===== src/rtl/router_arbiter.sv =====
// Two-input packet arbiter with round-robin grant, one-deep registered output
// stage and a mid-packet source-stall timeout that force-releases the grant.
//
//   state  | meaning
//   IDLE   | no grant; arbitrate on the next edge
//   GRANT0 | port 0 owns the output until its last beat is accepted
//   GRANT1 | port 1 owns the output until its last beat is accepted
module router_arbiter #(
  parameter int DW        = 28,
  parameter int STALL_MAX = 15
) (
  input  logic          clk,
  input  logic          rst,
  input  logic          in0_valid,
  input  logic [DW-1:0] in0_data,
  input  logic          in0_last,
  output logic          in0_ready,
  input  logic          in1_valid,
  input  logic [DW-1:0] in1_data,
  input  logic          in1_last,
  output logic          in1_ready,
  output logic          out_valid,
  output logic [DW-1:0] out_data,
  output logic          out_last,
  output logic          out_src,
  input  logic          out_ready,
  output logic          out_abort,
  output logic [7:0]    pkt_cnt0,
  output logic [7:0]    pkt_cnt1
);

  typedef enum logic [1:0] {IDLE, GRANT0, GRANT1} state_t;

  // Timeout fires on the cycle the counter would reach STALL_MAX.
  localparam logic [7:0] STALL_LAST = 8'(STALL_MAX - 1);

  state_t          state, state_nxt;
  logic            rr_last, rr_last_nxt;
  logic [7:0]      stall_cnt;
  logic            granted, gnt_port, out_free;
  logic            sel_valid, sel_last, accept, done, timeout;
  logic [DW-1:0]   sel_data;

  assign granted   = (state != IDLE);
  assign gnt_port  = (state == GRANT1);
  assign out_free  = ~out_valid | out_ready;
  // Ready is masked during reset so nothing is taken in the reset cycle.
  assign in0_ready = ~rst & (state == GRANT0) & out_free;
  assign in1_ready = ~rst & (state == GRANT1) & out_free;

  assign sel_valid = gnt_port ? in1_valid : in0_valid;
  assign sel_data  = gnt_port ? in1_data  : in0_data;
  assign sel_last  = gnt_port ? in1_last  : in0_last;
  assign accept    = (in0_valid & in0_ready) | (in1_valid & in1_ready);
  assign done      = accept & sel_last;
  assign timeout   = granted & ~sel_valid & (stall_cnt == STALL_LAST);

  // Next-state: arbitrate in IDLE, release on last beat or stall timeout.
  always_comb begin
    state_nxt   = state;
    rr_last_nxt = rr_last;
    case (state)
      IDLE: begin
        if (in0_valid && (!in1_valid || rr_last)) state_nxt = GRANT0;
        else if (in1_valid)                       state_nxt = GRANT1;
      end
      GRANT0, GRANT1: begin
        if (done || timeout) begin
          state_nxt   = IDLE;
          rr_last_nxt = gnt_port;
        end
      end
      default: state_nxt = IDLE;
    endcase
  end

  // State and round-robin history registers.
  always_ff @(posedge clk) begin
    if (rst) begin
      state   <= IDLE;
      rr_last <= 1'b1;
    end else begin
      state   <= state_nxt;
      rr_last <= rr_last_nxt;
    end
  end

  // Stall counter: only source starvation counts, not output backpressure.
  always_ff @(posedge clk) begin
    if (rst || !granted || accept || timeout) stall_cnt <= '0;
    else if (!sel_valid)                      stall_cnt <= stall_cnt + 8'd1;
  end

  // Output stage: load on accept, drop valid after handshake, hold otherwise.
  always_ff @(posedge clk) begin
    if (rst) begin
      out_valid <= 1'b0;
      out_data  <= '0;
      out_last  <= 1'b0;
      out_src   <= 1'b0;
      out_abort <= 1'b0;
    end else begin
      out_abort <= timeout;
      if (accept) begin
        out_valid <= 1'b1;
        out_data  <= sel_data;
        out_last  <= sel_last;
        out_src   <= gnt_port;
      end else if (out_ready) begin
        out_valid <= 1'b0;
      end
    end
  end

  // Completed-packet counters, wrapping.
  always_ff @(posedge clk) begin
    if (rst) begin
      pkt_cnt0 <= '0;
      pkt_cnt1 <= '0;
    end else if (done) begin
      if (gnt_port) pkt_cnt1 <= pkt_cnt1 + 8'd1;
      else          pkt_cnt0 <= pkt_cnt0 + 8'd1;
    end
  end

endmodule


===== config.mk =====
export PLATFORM = sky130hd
export DESIGN_NAME = router_arbiter
export DESIGN_NICKNAME = d
export VERILOG_FILES = /design/src/rtl/router_arbiter.sv
export SDC_FILE = /design/constraint.sdc
export NUM_CORES = 1
export LEC_CHECK = 0
export CORE_MARGIN = 4
export CORE_UTILIZATION = 43
export CTS_CLUSTER_DIAMETER = 200
export DETAILED_ROUTE_END_ITERATION = 10
export PLACE_DENSITY = 0.77
export SYNTH_ARGS = -nofsm -noshare
export SYNTH_HDL_FRONTEND = slang
export SYNTH_SLANG_ARGS = --single-unit

===== constraint.sdc =====
create_clock -name clk -period 2.7 [get_ports clk]
set_input_delay 0.54 -clock clk [delete_from_list [all_inputs] [get_ports clk]]
set_output_delay 0.54 -clock clk [all_outputs]
set_load 0.1 [all_outputs]

* Word-level counts from Yosys, hierarchy flattened *
Index checks and enable logic that the tools add are counted.

storage, ports and cells
  bits in registers = 59
  input port bits = 63
  output and inout port bits = 50
  word-level logic and storage cells = 58

operators by class
  $add $sub $neg = 3
  eq/ne operators = 5
  muxes and demuxes = 9
  bitwise gates (word level) = 15
  reductions and logical operators = 16

operator list
  kind                   number
  $mux W28               1
  $add A8 B1 Y8 const B  3
  $and A1 B1 Y1          9
  $eq A8 B4 Y1 const B   1
  $reduce_and A2 Y1      4
  $mux W2                3
  $logic_or A1 B1 Y1     5
  $mux W1                4
  $not A1 Y1             4
  $pmux W2 S2            1
  $reduce_bool A2 Y1     2
  $ne A3 B3 Y1 const B   1
  $eq A2 B1 Y1 const B   1
  $eq A2 B2 Y1 const B   1
  $logic_not A1 Y1       2
  $logic_not A2 Y1       1
  $ne A2 B2 Y1 const B   1
  $or A1 B1 Y1           2
  $reduce_or A2 Y1       1
  $logic_and A1 B1 Y1    1

* Depth between registers and ports, before layout *
  depth after elaboration = 9
  mapped depth = 8
  gate-level depth less buffers = 6

* Worst setup path before layout *
OpenSTA, ideal clock, no wires.

  path kind = reg-to-output
  from = reg state[0]
  to = out in1_ready
  arrival time = 1.927 ns
  data required time = 2.160 ns
  setup slack = 0.233 ns
  cell stages (with the launch flop) = 6
  buffers on the path = 2
  path through = dfxtp_1 inv_1 ha_1 buf_4 buf_1 and3_1

between the ends
  cells in the longest elaborated chain, start to end = 3

RTL lines
  item                         RTL line  source
  start, declared              37        state_t state, state_nxt;
  start signal, assigned       83        state <= state_nxt;
  $eq A2 B2 Y1                 n/a
  net gnt_port                 40        logic granted, gnt_port, out_free;
  $and A1 B1 Y1 (2 in series)  49        assign in1_ready = ~rst & (state == GRANT1) & out_free;
  end, declared                21        output logic in1_ready,

The timed path passes the listed nets, and every way through them passes these cells.

* Final worst setup path *
  from = reg state[0]
  to = reg state[0]

between the ends
  cells in the longest elaborated chain, start to end = 9

RTL lines
  item                                RTL line  source
  $eq A2 B2 Y1 (*)                    45        assign gnt_port = (state == GRANT1);
  net gnt_port                        40
  $and A1 B1 Y1 (2 in series)         49
  $and A1 B1 Y1                       54        assign accept = (in0_valid & in0_ready) | (in1_valid & in1_ready);
  $or A1 B1 Y1                        54
  $and A1 B1 Y1                       55        assign done = accept & sel_last;
  $logic_or A1 B1 Y1                  68        if (done || timeout) begin
  $ne A2 B2 Y1 (no source line)       n/a
  $reduce_and A2 Y1 (no source line)  n/a

The timed path passes the listed nets; every way through them passes the cells marked *.
A chain may end at the register's enable or synchronous reset.

==> results.ini <==
[sta]
fin_crit_ns = 2.21
min_period_over_period_pct = 81.8
fmax_mhz = 453
relSlewSlack_pct = 55.7
setup_tns_ns = 0
rsz0062_at_grt = false
hold_slack_ns = 0.481
finalMaxSlewViolations = 0
fin_skew_ns = 0.00795
hold_violations = 0
finalSetupViolCount = 0
tightest_slew_ns = 0.659

[global_route]
grt_pass1_vias = 2502
grt_max_degree = 59
overflow = 0
grt_first_pass_wirelength_mm = 10.8
gr-usage-all-layers_pct = 17.7
antenna_found_initial = 0

[clock_tree]
worst_skew_pair.late_latency_ns = 0.32
cts-resized-gates = 0
postCtsHoldBufs = 0
root_buffer = clkbuf_8
cts_setup_buffers = 0
clk_path_buf_depth = 2
htree_levels = 3
cts-buffers-inserted = 9
clk_pin_slew_ns = 0.06
cts_num_sinks = 59
tritoncts = done

[floorplan]
io_pins = 113
start_util_pct = 45.2
dieArea_sq_um = 7670
die_w_microns = 87.6
core_area_sq_um = 6030
die_h_microns = 87.6
rows = 28

[worst_setup_path]
rr_worst_depth = 6
cp-start-kind = flop
worstSetupPathType = reg -> reg
worst-path-max-fanout = 9
cp_data_required_time_ns = 2.93
end_kind = flop
arrival_ns = 2.43

[placed_design]
dp_hpwl_mm = 5.07
place_congestion = 0.800
io_buffers = 112

[synth]
synth_top_area_share_pct = 43.4
avgSynthCellArea_sq_um = 9.02
async_flop_share_pct = 0
yosysWarnings = 0
synthTopCellsByArea = dfxtp_1, mux2i_1, a211oi_1
synth_edf_count = 0
yosys.area.top_type = dfxtp_1
syn_inst = 302
synthFlopType = dfxtp_1
syn-num-nets = 372
synth_cell_types = 35
ys_seq_elements = 59
seq_area_frac_synth_pct = 43.4
synth_area_sq_um = 2720

[final_layout]
antenna_cells = 0
fin_nets = 481
synthToLayoutAreaGrowth_pct = 45.1
final_layout_size_suffix_gt1_share_pct = 18.1
fillers = 542

[power_and_ir_drop]
p_leak_nw = 1.47
ir_worst_vdd_uv = 511
powerDensity_nw_per_um2 = 801

[routing]
routed_wl_mm = 6.59
route.detailed.wl_per_inst_microns = 13.5
drt_first_pass_iters = 4
drc_errors = 0
ant_nets = 0
first_iter_violations = 56
viasPerCell = 5.19
via_count = 2544

[worst_hold_path]
worstHoldPathCells = 1
hp-class = reg -> reg

[status]
outcome = completed

[run]
maxCapViolCount = 0

final cells by class:
| type | instances | area [sq um] | share of cell area, % |
|---|---|---|---|
| inverter | 10 | 37.5 | 0.950 |
| timing repair buffer | 116 | 1050 | 26.5 |
| sequential | 59 | 1180 | 29.9 |
| multi-input combinational | 215 | 1430 | 36.3 |
| clock buffer | 12 | 145 | 3.67 |
| tap | 75 | 93.8 | 2.37 |
| clock inverter | 3 | 15.0 | 0.380 |
cells in the final DEF (no fill, tap or decap), types with 2 or more instances in the layout:
cell and n:
nand2b_1 2, a21oi_1 15, nor2_1 46, nand3_1 6, clkdlybuf4s50_1 61, o31ai_1 3
nand2_1 14, nor4_1 4, clkbuf_8 10, and3_1 2, or3_1 7, a211oi_1 29
clkbuf_1 2, buf_4 52, nand4_1 3, mux2i_1 35, buf_12 2, inv_1 10
clkinv_2 3, o21ai_0 9, xnor2_1 9, nor3_1 4, dfxtp_1 59, or4_1 7
ha_1 6
Yosys cell counts (7+ instances only):
cell / number
dfxtp_1: 59
nor2_1: 46
mux2i_1: 35
a211oi_1: 29
a21oi_1: 15
nand2_1: 14
clkbuf_1: 11
inv_1: 10
o21ai_0: 9
xnor2_1: 9
ha_1: 7
or3_1: 7
or4_1: 7
routing by layer:
layer / part of all wire [%] / up-vias / track usage [%]
met5: 0 / - / 0
met4: 1.9 / 0 / 6.97
met3: 9.5 / 10 / 7.24
met2: 48 / 82 / 29.9
met1: 41 / 1146 / 19.7
li1: - / 1306 / -
final timing paths:
path | startpoint | end | slack (ns)
worst max-delay path | state[0] | state[0] | 0.49
worst min-delay path | out_last | out_last | 0.48
worst max register to register | state[0] | state[0] | 0.49
worst min register to register | out_last | out_last | 0.48
logic make-up (layout without fill, tap and decap cells):
group	count (synthesis)	after routing	synth area share, %
AO/OA/AOI/OAI	59	59	14.1
XOR/XNOR	9	9	2.90
adder cells (fa/ha/maj)	7	7	3.22
buffers and inverters	28	141	4.27
flip-flops	59	59	43.4
multiplexers	36	36	13.3
AND/OR/NAND/NOR	104	104	18.8
report_power, final:
group | switching [mW] | total, mW | internal, mW
clock | 0.312 | 0.660 | 0.348
sequential | 0.0615 | 1.03 | 0.973
combinational | 1.03 | 1.47 | 0.441
through the flow:
stage	power [mW]	std cells	setup WS (ns)	util [%]	area (sq um)
after floorplan	2.18	302	0.233	-	2720
after CTS	3.20	490	0.495	65.6	3950
final	3.17	490	0.492	65.6	3950
after global routing	3.33	490	0.305	65.6	3950
after detailed placement	2.54	475	0.195	62.9	3790
after global placement	2.51	475	0.238	62.9	3790
worst max-delay path, stage by stage (launching register included):
cell and delay (ns):
dfxtp_1 0.34, inv_1 0.09, ha_2 0.32, mux2_2 0.44
nor4_2 0.44, nor3_1 0.16, o41ai_1 0.33
state kept, by name, indices dropped and copies added, names as in the netlist, 2 cells and up:
register   count
pkt_cnt0       8
pkt_cnt1       8
out_data      28
state          2
stall_cnt      8
Power figures use the tool's default switching activity.
